===== config.mk =====
export PLATFORM = sky130hd
export DESIGN_NAME = sync_fifo_param
export DESIGN_NICKNAME = d
export VERILOG_FILES = /design/src/rtl/sync_fifo_pkg.sv /design/src/rtl/sync_fifo_mem.sv /design/src/rtl/sync_fifo_param.sv
export SDC_FILE = /design/constraint.sdc
export NUM_CORES = 1
export LEC_CHECK = 0
export ABC_AREA = 1
export BUFFER_PORTS_ARGS = -buffer_cell sky130_fd_sc_hd__buf_2
export CORE_ASPECT_RATIO = 1.2
export CORE_UTILIZATION = 55
export CTS_BUF_LIST = sky130_fd_sc_hd__clkbuf_4 sky130_fd_sc_hd__clkbuf_8
export DETAILED_ROUTE_END_ITERATION = 8
export GPL_ROUTABILITY_DRIVEN = 1
export GPL_TIMING_DRIVEN = 0
export PLACE_DENSITY = 0.73
export SYNTH_ARGS = -nofsm -noshare
export SYNTH_HDL_FRONTEND = slang
export SYNTH_SLANG_ARGS = --single-unit
export TNS_END_PERCENT = 100

===== constraint.sdc =====
create_clock -name clk -period 2.6 [get_ports clk]
set_clock_uncertainty 0.05 [all_clocks]
set_input_delay 0 -clock clk [delete_from_list [all_inputs] [get_ports clk]]
set_output_delay 0 -clock clk [all_outputs]
set_load 0.005 [all_outputs]

===== src/rtl/sync_fifo_pkg.sv =====
// Shared defaults and pointer-comparison helper for the sync_fifo_param slice.
package sync_fifo_pkg;

  localparam int unsigned DEF_DATASIZE = 8;
  localparam int unsigned DEF_ADDRSIZE = 4;

  typedef struct packed {
    logic full;
    logic empty;
  } ptr_flags_t;

  // Pointers carry one wrap bit above an aw-bit address, zero-extended to 32 bits.
  function automatic ptr_flags_t ptr_compare(input logic [31:0] wptr,
                                             input logic [31:0] rptr,
                                             input int unsigned aw);
    logic [31:0] diff;
    logic [31:0] lo_mask;
    ptr_flags_t  f;
    diff    = wptr ^ rptr;
    lo_mask = (32'd1 << aw) - 32'd1;
    f.full  = ((diff & lo_mask) == '0) && ((diff & (32'd1 << aw)) != '0);
    f.empty = (diff & ((lo_mask << 1) | 32'd1)) == '0;
    return f;
  endfunction

endpackage


===== src/rtl/sync_fifo_mem.sv =====
// FIFO storage: dual-port array, synchronous write, combinational read.
module sync_fifo_mem #(
  parameter int unsigned DATASIZE = 8,
  parameter int unsigned ADDRSIZE = 4
) (
  input  logic                clk,
  input  logic                we,
  input  logic [ADDRSIZE-1:0] waddr,
  input  logic [DATASIZE-1:0] wdata,
  input  logic [ADDRSIZE-1:0] raddr,
  output logic [DATASIZE-1:0] rdata
);

  logic [DATASIZE-1:0] mem [0:(1<<ADDRSIZE)-1];

  always_ff @(posedge clk) begin
    if (we) mem[waddr] <= wdata;
  end

  assign rdata = mem[raddr];

endmodule


===== src/rtl/sync_fifo_param.sv =====
// Parameterised synchronous FIFO with registered flags, occupancy count and sticky errors.
// Define SYNC_FIFO_FWFT_EN for first-word-fall-through reads; default is registered rdata.
module sync_fifo_param
  import sync_fifo_pkg::*;
#(
  parameter int unsigned DATASIZE   = DEF_DATASIZE,
  parameter int unsigned ADDRSIZE   = DEF_ADDRSIZE,
  parameter int unsigned AFULL_LVL  = (1 << ADDRSIZE) - 2,
  parameter int unsigned AEMPTY_LVL = 2
) (
  input  logic                clk,
  input  logic                rst_n,
  input  logic                clr,
  input  logic                winc,
  input  logic [DATASIZE-1:0] wdata,
  input  logic                rinc,
  output logic [DATASIZE-1:0] rdata,
  output logic                wfull,
  output logic                rempty,
  output logic                walmost_full,
  output logic                ralmost_empty,
  output logic [ADDRSIZE:0]   count,
  output logic                overflow,
  output logic                underflow
);

  localparam logic [ADDRSIZE:0] AFULL_THR  = (ADDRSIZE+1)'(AFULL_LVL);
  localparam logic [ADDRSIZE:0] AEMPTY_THR = (ADDRSIZE+1)'(AEMPTY_LVL);

  logic [ADDRSIZE:0]   wptr_q, wptr_d;
  logic [ADDRSIZE:0]   rptr_q, rptr_d;
  logic [ADDRSIZE:0]   count_q, count_d;
  logic                wfull_q, wfull_d;
  logic                rempty_q, rempty_d;
  logic                walmost_full_q, walmost_full_d;
  logic                ralmost_empty_q, ralmost_empty_d;
  logic                overflow_q, overflow_d;
  logic                underflow_q, underflow_d;
  logic                wr_acc, rd_acc, mem_we;
  logic [DATASIZE-1:0] mem_rdata;
  ptr_flags_t          flags_d;

  sync_fifo_mem #(
    .DATASIZE (DATASIZE),
    .ADDRSIZE (ADDRSIZE)
  ) u_mem (
    .clk   (clk),
    .we    (mem_we),
    .waddr (wptr_q[ADDRSIZE-1:0]),
    .wdata (wdata),
    .raddr (rptr_q[ADDRSIZE-1:0]),
    .rdata (mem_rdata)
  );

  always_comb begin
    wr_acc      = winc && !wfull_q;
    rd_acc      = rinc && !rempty_q;
    mem_we      = wr_acc && !clr;
    wptr_d      = wptr_q;
    rptr_d      = rptr_q;
    overflow_d  = overflow_q;
    underflow_d = underflow_q;
    if (clr) begin
      wptr_d      = '0;
      rptr_d      = '0;
      overflow_d  = 1'b0;
      underflow_d = 1'b0;
    end else begin
      if (wr_acc) wptr_d = wptr_q + 1'b1;
      if (rd_acc) rptr_d = rptr_q + 1'b1;
      if (winc && wfull_q)  overflow_d  = 1'b1;
      if (rinc && rempty_q) underflow_d = 1'b1;
    end
    // Flags are derived from next-state pointers so they register in step with them.
    count_d         = wptr_d - rptr_d;
    flags_d         = ptr_compare(32'(wptr_d), 32'(rptr_d), ADDRSIZE);
    wfull_d         = flags_d.full;
    rempty_d        = flags_d.empty;
    walmost_full_d  = count_d >= AFULL_THR;
    ralmost_empty_d = count_d <= AEMPTY_THR;
  end

  always_ff @(posedge clk or negedge rst_n) begin
    if (!rst_n) begin
      wptr_q          <= '0;
      rptr_q          <= '0;
      count_q         <= '0;
      wfull_q         <= 1'b0;
      rempty_q        <= 1'b1;
      walmost_full_q  <= 1'b0;
      ralmost_empty_q <= 1'b1;
      overflow_q      <= 1'b0;
      underflow_q     <= 1'b0;
    end else begin
      wptr_q          <= wptr_d;
      rptr_q          <= rptr_d;
      count_q         <= count_d;
      wfull_q         <= wfull_d;
      rempty_q        <= rempty_d;
      walmost_full_q  <= walmost_full_d;
      ralmost_empty_q <= ralmost_empty_d;
      overflow_q      <= overflow_d;
      underflow_q     <= underflow_d;
    end
  end

`ifdef SYNC_FIFO_FWFT_EN
  // Head word is masked while empty so reset presents zero.
  assign rdata = rempty_q ? '0 : mem_rdata;
`else
  logic [DATASIZE-1:0] rdata_q, rdata_d;

  always_comb begin
    rdata_d = rdata_q;
    if (rd_acc && !clr) rdata_d = mem_rdata;
  end

  always_ff @(posedge clk or negedge rst_n) begin
    if (!rst_n) rdata_q <= '0;
    else        rdata_q <= rdata_d;
  end

  assign rdata = rdata_q;
`endif

  assign wfull         = wfull_q;
  assign rempty        = rempty_q;
  assign walmost_full  = walmost_full_q;
  assign ralmost_empty = ralmost_empty_q;
  assign count         = count_q;
  assign overflow      = overflow_q;
  assign underflow     = underflow_q;

endmodule


== Yosys cells after proc, flatten, opt, wreduce, memory -nomap -nowiden ==
Memory sizes are Yosys's and may differ from the RTL's. A register that Yosys moved wholly into a read port is not among the register bits.
Index checks and enable logic that the tools add are counted.
W data, S select, Z words.

* Bitwise operators: 1
* Add/sub/neg operators: 3
* $lt $le $gt $ge: 2
* Multipliers: 0
* Shifts and indexed selects: 0
* Equal/unequal tests: 0
* Reduce and logical (&&, ||, !) cells: 15
* Mux-type cells: 10
* Divide/modulo/power cells: 0

{| class="wikitable"
|+ Operators by type and width
! cell !! number
|-
| $logic_not A32 Y1 || 2
|-
| $mux W5 || 4
|-
| $add A5 B1 Y5 const B || 2
|-
| $logic_and A1 B1 Y1 || 7
|-
| $mux W1 || 6
|-
| $ge A5 B4 Y1 const B || 1
|-
| $le A5 B2 Y1 const B || 1
|-
| $sub A5 B5 Y5 || 1
|-
| $xor A5 B5 Y5 || 1
|-
| $logic_not A1 Y1 || 4
|-
| $reduce_bool A2 Y1 || 2
|}

* Output and inout port bits: 19
* Bits in latches: 0
* Word-level logic and storage cells: 41
* Memory bits (read-only): 0
* Memories kept: 1
* Bits of input ports: 13
* RAM bits: 128
* Register bits after elaboration: 21

{| class="wikitable"
|+ Memory list
! name !! words !! bits a word !! read ports !! clocked after memory_dff !! wr ports !! RTL line !! text
|-
| u_mem.mem || 16 || 8 || 1 || 1 || 1 || sync_fifo_mem.sv:14 || <nowiki>logic [DATASIZE-1:0] mem [0:(1<<ADDRSIZE)-1];</nowiki>
|}

== Depth between registers and ports, before layout ==
Gate-level depths: netlist of run 1.

* Depth after elaboration: 7
* Mapped depth: 14
* Mapped depth without buffers: 14

== Cells and area by module ==
Synthesis of run 1 repeated with hierarchy kept, for this count alone.

* Cell total of the unflattened synthesis: 678
* Area, all modules: 7,025.5 sq um

{| class="wikitable"
|+ By module, submodules not included
! module !! times used !! area each (sq um) !! cells an instance !! sequential area each (sq um)
|-
| sync_fifo_mem || 1 || 5,606.6 || 543 || 3,843.7
|-
| sync_fifo_param || 1 || 1,418.9 || 135 || 728.2
|}

== Worst setup path before layout of run 1 ==
No wires, ideal clock.

* Path type: flip-flop to flip-flop
* From: reg rempty_q, in the netlist rempty
* To: reg walmost_full_q, in the netlist walmost_full
* Cell stages (with the launch flop): 14
* Data arrival time: 2,012 ps
* Clock period less this slack: 2,187 ps
* Path slack: 413 ps
* Required time: 2,425 ps
* Setup time: 125 ps
* Buffers on the path: 0
* Path through: dfstp_2 > inv_1 > nand2_1 > nor2_1 > nand3_1 > nor2_1 > nor3_1 > inv_1 > ha_1 > a21o_1 > a31oi_1 > inv_1 > nand3_2 > nand3_1

* Longest elaborated chain between the ends: 6

{| class="wikitable"
|+ RTL lines
! item !! RTL line !! text
|-
| from (decl) || sync_fifo_param.sv:34 || <nowiki>logic rempty_q, rempty_d;</nowiki>
|-
| from (signal assigned) || sync_fifo_param.sv:99 || <nowiki>rempty_q <= rempty_d;</nowiki>
|-
| $logic_not A1 Y1 || sync_fifo_param.sv:57 || <nowiki>rd_acc = rinc && !rempty_q;</nowiki>
|-
| $logic_and A1 B1 Y1 || sync_fifo_param.sv:57 ||
|-
| $mux W5 || sync_fifo_param.sv:70 || <nowiki>if (rd_acc) rptr_d = rptr_q + 1'b1;</nowiki>
|-
| $mux W5 || sync_fifo_param.sv:63 || <nowiki>if (clr) begin</nowiki>
|-
| via rptr_d[3] || sync_fifo_param.sv:31 || <nowiki>logic [ADDRSIZE:0] rptr_q, rptr_d;</nowiki>
|-
| $sub A5 B5 Y5 || sync_fifo_param.sv:75 || <nowiki>count_d = wptr_d - rptr_d;</nowiki>
|-
| $ge A5 B4 Y1 || sync_fifo_param.sv:79 || <nowiki>walmost_full_d = count_d >= AFULL_THR;</nowiki>
|-
| via walmost_full_d || sync_fifo_param.sv:35 || <nowiki>logic walmost_full_q, walmost_full_d;</nowiki>
|-
| to (signal assigned) || sync_fifo_param.sv:100 || <nowiki>walmost_full_q <= walmost_full_d;</nowiki>
|-
| to (decl) || sync_fifo_param.sv:35 ||
|}

The timed path passes the listed nets, and every way through them passes these cells.
A chain may end at the register's enable or synchronous reset.

== Worst setup path after layout of run 1 ==
* From: reg rempty_q, in the netlist rempty
* To: reg ralmost_empty_q, in the netlist ralmost_empty

* Longest elaborated chain between the ends: 6

{| class="wikitable"
|+ RTL lines
! item !! RTL line !! text
|-
| $logic_not A1 Y1 || sync_fifo_param.sv:57 ||
|-
| $logic_and A1 B1 Y1 || sync_fifo_param.sv:57 ||
|-
| $mux W5 || sync_fifo_param.sv:70 ||
|-
| $mux W5 || sync_fifo_param.sv:63 ||
|-
| via rptr_d[3] || sync_fifo_param.sv:31 ||
|-
| $sub A5 B5 Y5 || sync_fifo_param.sv:75 ||
|-
| via count_d[4] || sync_fifo_param.sv:32 || <nowiki>logic [ADDRSIZE:0] count_q, count_d;</nowiki>
|-
| $le A5 B2 Y1 || sync_fifo_param.sv:80 || <nowiki>ralmost_empty_d = count_d <= AEMPTY_THR;</nowiki>
|-
| via ralmost_empty_d || sync_fifo_param.sv:36 || <nowiki>logic ralmost_empty_q, ralmost_empty_d;</nowiki>
|-
| to (signal assigned) || sync_fifo_param.sv:101 || <nowiki>ralmost_empty_q <= ralmost_empty_d;</nowiki>
|-
| to (decl) || sync_fifo_param.sv:36 ||
|}

The timed path passes the listed nets, and every way through them passes these cells.

==> results.json, run 1 <==
{
  "fin_cells": 813,
  "antenna_cells": 0,
  "finish.net_count": 666,
  "hold_slack_ns": 0.09555,
  "fillers": 942,
  "total_power_mw": 5.840,
  "setup_tns_ns": 0,
  "final_layout_size_suffix_gt1_share_pct": 18.90,
  "ir_worst_vdd_mv": 0.5655,
  "crit_required_ns": 2.95,
  "arrival_ns": 2.77,
  "place_inst": 768,
  "ioPinCount": 32,
  "portBuffers": 31,
  "clk_latency_ns": 0.46,
  "yosysSeqAreaShare_pct": 67.99,
  "synth_edf_count": 128,
  "grt-ovfl-total": 0,
  "critPathKind": "flop to flop",
  "cts.sinks": 157,
  "netlist_area_mm2": 0.006724,
  "slew_headroom_pct": 16.49,
  "crit_chain": "inv_1 -> nand2_1 -> nor2_1 -> nand3_1 -> nor2_1 -> nor3_2 -> inv_1 -> ha_1 -> a21o_1 -> a31oi_2 -> inv_1 -> nand3_2 -> nand2_2 -> nor2_2",
  "tritoncts": "built",
  "grt_util_all_layers_pct": 25.88,
  "start_util_pct": 57.33,
  "netlist.area_leader.share_pct": 57.16,
  "die_w_um": 102.9,
  "syn_inst": 580,
  "synth.net_count": 603,
  "worstMarginPinSlew_ns": 1.243,
  "std_cell_rows": 43,
  "detailed_place.area_mm2": 0.007076,
  "finalCritPeriodShare_pct": 93.27,
  "cts_max_path_buffers": 2,
  "finalWorstSetupSlack_ns": 0.1749,
  "async_reset_ff_share_pct": 18.47,
  "post_cts_buffers": 0,
  "gp_congestion": 0.8409,
  "avgSynthCellArea_um2": 11.59,
  "fp.dieH_um": 123.1,
  "leakage_nw": 2.877,
  "maxCapViolCount": 0,
  "antenna_found_initial": 0,
  "wl_per_cell_um": 18.26,
  "rsz0062_at_grt": "false",
  "grt_start_max_net_pins": 30,
  "synth_seq_cells": 157,
  "power.density_mw_per_mm2": 763.2,
  "yosys.area.top_type": "edfxtp_1",
  "ys_types": 39,
  "synth_area_leaders": "edfxtp_1, dfrtp_1, nor2_1, o21ai_1, nand2_1",
  "setup_viol": 0,
  "critPathCaptureType": "flop",
  "critPathMaxStageDelay_ns": 0.55,
  "max_freq_mhz": 412.4,
  "hold_class": "primary input to asynchronous set/reset pin",
  "drv_slew": 0,
  "clk_pin_slew_ns": 0.09,
  "drc_errors": 0,
  "design_area_mm2": 0.007651,
  "grt_pass1_vias": 4489,
  "drt_pre_antenna_iters": 5,
  "num_vias": 4528,
  "crit_top_cell": "inv_1",
  "critPathLaunchType": "flop",
  "via_per_inst": 5.569,
  "yosys-top-cells-count": "edfxtp_1, nor2_1, nand2_1",
  "critPathSlowestCell": "dfstp_2",
  "critPathMaxFanout": 5,
  "drt-total-wl_um": 14850,
  "cts_root_buf": "clkbuf_8",
  "cts_max_level": 4,
  "seq_area_mm2": 0.004572,
  "multi_input_area_mm2": 0.001892,
  "status": "complete, no violations",
  "drt-initial-drc-count": 397,
  "numCtsBuffers": 17,
  "grt_pass1_wl_um": 23280,
  "preCtsSetupSlack_ns": 0.09965,
  "ys.warnings.count": 0,
  "area_growth_pct": 13.79,
  "hold_viol": 0,
  "core_mm2": 0.01173,
  "yosysMostFrequentCell": "edfxtp_1",
  "final_util_pct": 65.23,
  "min_period_ns": 2.425,
  "place_hpwl_um": 10000,
  "synth_flop_cell": "edfxtp_1",
  "ant_nets": 0,
  "die_area_mm2": 0.01267
}
==> cells by family (layout without fill, tap and decap cells) <==
group                    count (synthesis)  after routing  share of synthesized area, %
AO/OA/AOI/OAI                          113            113                         9.528
XOR/XNOR                                 2              2                        0.2606
adder cells (fa/ha/maj)                 10             10                         1.973
buffers and inverters                   58            134                         4.187
flip-flops                             157            157                         67.99
AND/OR/NAND/NOR                        240            240                         16.06
==> flip-flops by register name, indices dropped and copies added (netlist names) <==
name,flops
ralmost_empty,1
count,5
wfull,1
walmost_full,1
u_mem.mem,128
rdata,8
underflow,1
wptr_q,5
overflow,1
rempty,1
rptr_q,5
==> layout make-up <==
cell class,count,share of cell area (%)
inverters,32,1.619
multi-input cells,365,24.73
plain buffers,25,2.044
repair buffers,45,3.859
clock inverters,15,2.371
well taps,157,2.567
flip-flops and latches,157,59.75
clock buffers,17,3.058
==> where the power goes <==
| part | leakage, nW | internal (mW) | switching [mW] |
|---|---|---|---|
| Clock | 0.208 | 0.888 | 0.975 |
| Sequential | 1.51 | 2.85 | 0.0583 |
| Combinational | 1.16 | 0.415 | 0.650 |
==> what timing repair did <==
item                       4_1_cts  5_1_grt
hold endpoints to repair       165        0
setup endpoints to repair        0        3
hold buffers                    14        0
gates resized for setup          0        3
==> worst max-delay path, delay by kind of cell (launching register included) <==
kind / cells / cell delay [ns]
AO/OA/AOI/OAI: 2 / 0.38
adder cells (fa/ha/maj): 1 / 0.34
AND/OR/NAND/NOR: 8 / 0.87
buffers and inverters: 3 / 0.20
flip-flops: 1 / 0.55
==> worst paths after layout <==
path                                           start                         to  slack [ns]  depth (start not counted)
worst max-delay path                rempty$_DFF_PN1_    ralmost_empty$_DFF_PN1_        0.17                         14
worst min-delay path                           rst_n       rdata[3]$_DFFE_PN0P_         0.1                          2
worst max register to register      rempty$_DFF_PN1_    ralmost_empty$_DFF_PN1_        0.17                         14
worst min register to register  rdata[4]$_DFFE_PN0P_       rdata[4]$_DFFE_PN0P_        0.57                          2
max in group asynchronous                      rst_n        rptr_q[3]$_DFF_PN0_        1.93                          2
min in group clk                            wdata[6]  u_mem.mem[2][6]$_DFFE_PP_        0.43                          2
==> layer usage <==
layer | share of wire (%) | global-route usage, % | vias up
li1 | - | - | 2140
met5 | 0 | 0 | -
met2 | 52 | 43.88 | 170
met4 | 0.97 | 7.923 | 0
met3 | 6.8 | 5.257 | 16
met1 | 41 | 33.66 | 2202
==> placed cells by master (no fill, tap or decap), types with 5 or more instances in the layout <==
cell / netlist / final
a21oi_1: 15 / 15
edfxtp_1: 128 / 128
buf_2: 14 / 44
a21boi_1: 8 / 8
o211ai_1: 16 / 16
nand3_1: 27 / 27
clkbuf_8: 0 / 17
inv_1: 27 / 27
or2_1: 7 / 7
dfrtp_1: 27 / 27
o21ai_1: 39 / 39
nand2_1: 49 / 49
ha_1: 9 / 9
or2_2: 9 / 9
dlygate4sd3_1: 0 / 14
buf_4: 6 / 6
nor2_1: 121 / 121
o21ai_0: 29 / 29
nand2_2: 5 / 5
(Power assumes the default switching activity.)
==> run 2: changes to the inputs <==
PLACE_DENSITY = 0.75   (was 0.73)
clock period = 2 ns   (was 2.6 ns; I/O delays follow)
==> run 2 against run 1 <==
  * The flow now finishes with violations (setup timing)
  * Critical endpoint unchanged
  * Worst setup slack worse by 0.35 ns
  * Sequential share of layout area down 2.9 points
  * Highest routed layer unchanged
  * First-iteration DRC count up 7.8%
  * Clock power up 20%
  * Flip-flop and latch count unchanged
==> results.json, run 2 (synthesized netlist as in run 1, its figures left out) <==
{
  "status": "finished, violations left",
  "violations": "setup timing",
  "drt_pre_antenna_iters": 5,
  "startpoint": "wfull$_DFF_PN0_",
  "die_w_um": 102.9,
  "swShare_pct": 28.23,
  "p_seq_share_pct": 50.1,
  "drv_slew": 0,
  "area_growth_pct": 19.74,
  "grt_start_max_net_pins": 30,
  "maxCapViolCount": 0,
  "max_freq_mhz": 458.9,
  "hold_viol": 0,
  "total_power_mw": 7.608,
  "p_int_mw": 5.460,
  "drt-total-wl_um": 15920,
  "place_inst": 768,
  "place_hpwl_um": 10280,
  "p_sw_mw": 2.148,
  "mostFrequentLayoutCell": "edfxtp_1",
  "r2r_slack_ns": -0.18,
  "critPathCaptureType": "flop",
  "critPathKind": "flop to flop",
  "setup_tns_ns": -0.4606,
  "drt-initial-drc-count": 428,
  "setup_viol": 3,
  "rr_startpoint": "wfull$_DFF_PN0_",
  "final_cell_mix": "edfxtp_1, nor2_1, nand2_1",
  "clk_latency_ns": 0.45,
  "cts_max_level": 4,
  "numCtsBuffers": 17,
  "grt_pass1_vias": 4659,
  "finish.net_count": 687,
  "via_per_inst": 5.639,
  "antenna_cells": 0,
  "drc_errors": 0,
  "fillers": 864,
  "arrival_ns": 2.52,
  "largest_reg_flops": 128,
  "critPathMaxFanout": 6,
  "final_util_pct": 68.65,
  "ir_worst_vdd_mv": 0.7042,
  "rsz0062_at_grt": "true",
  "antenna_found_initial": 0,
  "final_layout_size_suffix_gt1_share_pct": 27.33,
  "hold_class": "primary input to flop",
  "slew_headroom_pct": 44.50,
  "finalCritPeriodShare_pct": 108.9,
  "gp_congestion": 0.9026,
  "std_cell_rows": 43,
  "critPathLaunchType": "flop",
  "crit_required_ns": 2.34,
  "worstMarginPinSlew_ns": 0.8280,
  "num_vias": 4703,
  "hold_path.startpoint": "winc",
  "portBuffers": 31,
  "leakage_nw": 3.018,
  "grt_pass1_wl_um": 24320,
  "tritoncts": "built",
  "power.density_mw_per_mm2": 944.9,
  "clk_pin_slew_ns": 0.08,
  "ant_nets": 0,
  "fin_cells": 834,
  "finalWorstSetupSlack_ns": -0.1789,
  "die_area_mm2": 0.01267,
  "grt-ovfl-total": 0,
  "core_mm2": 0.01173,
  "p_comb_share_pct": 20.5,
  "top_register": "u_mem.mem",
  "clkPwrFrac_pct": 29.3,
  "grt_util_all_layers_pct": 27.15,
  "cts_root_buf": "clkbuf_8",
  "fp.dieH_um": 123.1,
  "wl_per_cell_um": 19.09,
  "cts.sinks": 157,
  "ioPinCount": 32,
  "start_util_pct": 57.33,
  "min_period_ns": 2.179,
  "cts_max_path_buffers": 2
}
[run 2: changes by cell type in the layout (fill, tap and decap cells not counted), sizes merged]
cell | before | now
buf | 53 | 71
clkbuf | 20 | 25
inv | 37 | 32
dlygate4sd3 | 14 | 17
bufinv | 2 | 1
clkinvlp | 2 | 3
[run 2: worst max-delay path, stage by stage (launching register included)]
cell and delay, ns:
dfrtp_2 0.45, nor2_8 0.14, buf_4 0.13, nor2_1 0.03, nor2_1 0.16, inv_1 0.06
ha_1 0.19, inv_1 0.10, fa_2 0.48, a21oi_1 0.15, nand2b_1 0.08, nor2_2 0.10
[run 2: repair_timing]
item | CTS | global route
hold buffers | 17 | 1
pin swaps | 8 | 9
resized for setup | 26 | 39
hold endpoints to repair | 164 | 1
endpoints found under the setup margin | 40 | 27
buffers inserted | 12 | 8
[run 2: area by class of cell]
cell class / instances / area [um2] / share of cell area [%]
buffer: 23 / 171.4 / 2.129
clock buffer: 22 / 290.3 / 3.605
clock inverter: 10 / 90.09 / 1.119
inverter: 32 / 128.9 / 1.601
multi-input combinational: 365 / 2120 / 26.32
sequential: 157 / 4576 / 56.83
tap: 157 / 196.4 / 2.440
timing repair buffer: 68 / 479.2 / 5.952
[run 2: worst paths after layout]
kind | endpoint | cells past startpoint
min in group asynchronous | wptr_q[4]$_DFF_PN0_ | 2
worst min-delay path | wptr_q[0]$_DFF_PN0_ | 6
worst max-delay path | ralmost_empty$_DFF_PN1_ | 11
worst min register to register | rdata[6]$_DFFE_PN0P_ | 2
max in group asynchronous | rptr_q[0]$_DFF_PN0_ | 2
worst max register to register | ralmost_empty$_DFF_PN1_ | 11
[run 2: routing by layer]
layer / up-vias / routed length, um / GRT usage, %
li1: 2181 / - / -
met1: 2287 / 6524 / 35.69
met2: 192 / 7894 / 43.63
met3: 43 / 974 / 5.088
met4: 0 / 526 / 13.12
met5: - / 0 / 0
[run 2: per-stage QoR]
stage,instance area [um2],setup slack (ns),hold WS (ns)
after floorplan,6779,-0.05269,-0.3456
after CTS,7849,-0.1738,0.04099
after detailed placement,7131,-0.4394,0.03793
after global placement,7131,-0.3752,0.02518
final,8051,-0.1789,0.08050
after global routing,8051,-0.3042,0.08819
[run 2: power groups by stage]
stage / clock network, mW / logic, mW / registers [mW]
global route: 2.37 / 1.73 / 3.83
finish: 2.23 / 1.56 / 3.81
detailed placement: 0 / 1.36 / 3.87
global placement: 0 / 1.33 / 3.86
CTS: 2.24 / 1.46 / 3.80
floorplan: 0 / 0.851 / 3.87
==> run 3: changes to the inputs <==
CTS_BUF_LIST = unset   (was sky130_fd_sc_hd__clkbuf_4 sky130_fd_sc_hd__clkbuf_8)
MAX_ROUTING_LAYER = met4   (was unset)
SKIP_CTS_REPAIR_TIMING = 1   (was unset)
==> run 3 against run 2 <==
  * The flow still finishes with violations (setup timing)
  * Worst hold slack worse by 0.075 ns
  * Via count is 2.4% higher
  * Total power is 19% higher
  * Routed wire length is 5.6% higher
  * Largest cell class unchanged
==> results.json, run 3 (synthesized netlist as in run 1, its figures left out) <==
{
  "die_area_mm2": 0.01267,
  "finalCritPeriodShare_pct": 109.9,
  "grt_pass1_vias": 4631,
  "path_buf_inv": 0,
  "multi_input_area_mm2": 0.002069,
  "std_cell_rows": 43,
  "wl_per_cell_um": 20.17,
  "clk_pin_slew_ns": 0.06,
  "top_register": "u_mem.mem",
  "cts_max_level": 4,
  "fillers": 809,
  "critPathMaxStageDelay_ns": 0.44,
  "num_vias": 4818,
  "gp_congestion": 0.9154,
  "final_cell_mix": "edfxtp_1, nor2_1, nand2_1",
  "clk_latency_ns": 0.42,
  "max_freq_mhz": 455.1,
  "hold_path_end": "wptr_q[1]$_DFF_PN0_",
  "wl_met2_um": 8646,
  "crit_required_ns": 2.32,
  "critPathLaunchType": "flop",
  "drt-initial-drc-count": 521,
  "setup_viol": 4,
  "ioPinCount": 32,
  "critPathKind": "flop to flop",
  "tritoncts": "built",
  "path_delay_family": "adder cells",
  "cts_max_path_buffers": 2,
  "finalWorstSetupSlack_ns": -0.1974,
  "min_period_ns": 2.197,
  "hold_class": "primary input to flop",
  "fp.dieH_um": 123.1,
  "core_mm2": 0.01173,
  "crit_top_cell": "a21oi_2",
  "critPathMaxFanout": 5,
  "drv_slew": 0,
  "power.density_mw_per_mm2": 1091,
  "rr_startpoint": "wptr_q[0]$_DFF_PN0_",
  "leakage_nw": 3.138,
  "grt_pass1_wl_um": 24190,
  "start_util_pct": 57.33,
  "crit_chain": "ha_2 -> nand2_4 -> o21ai_1 -> a21oi_2 -> ha_4 -> a21oi_2 -> nand2_1 -> xor2_2 -> nand2b_1 -> nor2_2",
  "maxUsedRoutingLayer": "met4",
  "hold_viol": 0,
  "p_int_mw": 6.703,
  "p_seq_share_pct": 42.3,
  "rsz0062_at_grt": "true",
  "numCtsBuffers": 17,
  "critPathSlowestCell": "dfrtp_2",
  "slew_headroom_pct": 50.83,
  "seq_area_mm2": 0.004576,
  "antenna_found_initial": 0,
  "finish.net_count": 686,
  "portBuffers": 31,
  "maxCapViolCount": 0,
  "place_inst": 768,
  "r2r_end": "ralmost_empty$_DFF_PN1_",
  "drt_pre_antenna_iters": 7,
  "clkPwrFrac_pct": 40.3,
  "drc_errors": 0,
  "reg2reg_depth": 10,
  "critPathCaptureType": "flop",
  "fin_cells": 833,
  "violations": "setup timing",
  "cts_root_buf": "clkbuf_16",
  "hold_path.startpoint": "winc",
  "place_hpwl_um": 10290,
  "final_util_pct": 70.62,
  "worstMarginPinSlew_ns": 0.7349,
  "grt_start_max_net_pins": 30,
  "mostFrequentLayoutCell": "edfxtp_1",
  "hold_slack_ns": 0.005548,
  "wl_met3_um": 1223,
  "swShare_pct": 25.82,
  "r2r_slack_ns": -0.20,
  "cts.sinks": 157,
  "grt_util_all_layers_pct": 28.10,
  "via_per_inst": 5.784,
  "final_layout_size_suffix_gt1_share_pct": 26.33,
  "grt-ovfl-total": 0,
  "p_sw_mw": 2.334,
  "status": "finished, violations left",
  "area_growth_pct": 23.19,
  "ir_worst_vdd_mv": 0.7916,
  "ant_nets": 0,
  "arrival_ns": 2.51,
  "min_path_cells": 3,
  "p_comb_share_pct": 17.5,
  "total_power_mw": 9.037,
  "antenna_cells": 0,
  "wirelength_met1_um": 6496,
  "die_w_um": 102.9,
  "largest_reg_flops": 128,
  "drt-total-wl_um": 16810
}
==> run 3: changes by cell type in the layout (fill, tap and decap cells not counted), moves of 4 or more <==
cell       before  now
bufinv_16       1    6
clkbuf_16       0   17
clkbuf_8       20    0
clkinv_2        5    1
==> run 3: power groups by stage <==
stage          combinational (mW)  clock (mW)  sequential (mW)
2_1_floorplan               0.851           0             3.87
6_report                     1.58        3.64             3.82
5_1_grt                      1.72        3.79             3.83
4_1_cts                      1.39        3.65             3.80
3_3_place_gp                 1.33           0             3.86
3_5_place_dp                 1.37           0             3.87
==> run 3: worst max-delay path by stage <==
| stage | startpoint | cells after the start | slack, ns | endpoint |
|---|---|---|---|---|
| after global routing | rptr_q[1]$_DFF_PN0_ | 11 | -0.33 | ralmost_empty$_DFF_PN1_ |
| final | wptr_q[0]$_DFF_PN0_ | 10 | -0.20 | ralmost_empty$_DFF_PN1_ |
| after global placement | rptr_q[0]$_DFF_PN0_ | 11 | -0.34 | ralmost_empty$_DFF_PN1_ |
| after CTS | rptr_q[0]$_DFF_PN0_ | 11 | -0.41 | ralmost_empty$_DFF_PN1_ |
| after detailed placement | rptr_q[0]$_DFF_PN0_ | 11 | -0.40 | ralmost_empty$_DFF_PN1_ |
| after floorplan | rempty$_DFF_PN1_ | 13 | -0.05 | walmost_full$_DFF_PN0_ |
==> run 3: cell type report <==
type,instances,share of cell area [%]
Buffer,25,2.281
Multi-Input combinational cell,365,24.98
Inverter,32,1.495
Tap cell,157,2.372
Clock inverter,14,2.885
Timing Repair Buffer,65,5.559
Clock buffer,18,5.181
Sequential cell,157,55.24
==> run 3: worst min-delay path, delay by kind of cell <==
kind	cells	cell delay, ns
compound gates	1	0.14
simple gates	1	0.19
buf+inv	1	0.11
==> run 3: layer usage <==
layer  global-route usage (%)  vias up
met4                    12.41        0
met1                    34.39     2365
met2                    44.21      232
met3                    7.236       36
met5                        -        -
li1                         -     2185
==> run 3: metrics by stage <==
stage          cell area, um2  worst slack, ns  TNS (ns)
3_3_place_gp             7131          -0.3405    -7.429
5_1_grt                  8283          -0.3347    -1.564
2_1_floorplan            6779         -0.05269   -0.1472
4_1_cts                  7799          -0.4075    -11.41
6_report                 8283          -0.1974   -0.5522
3_5_place_dp             7131          -0.3975    -10.62
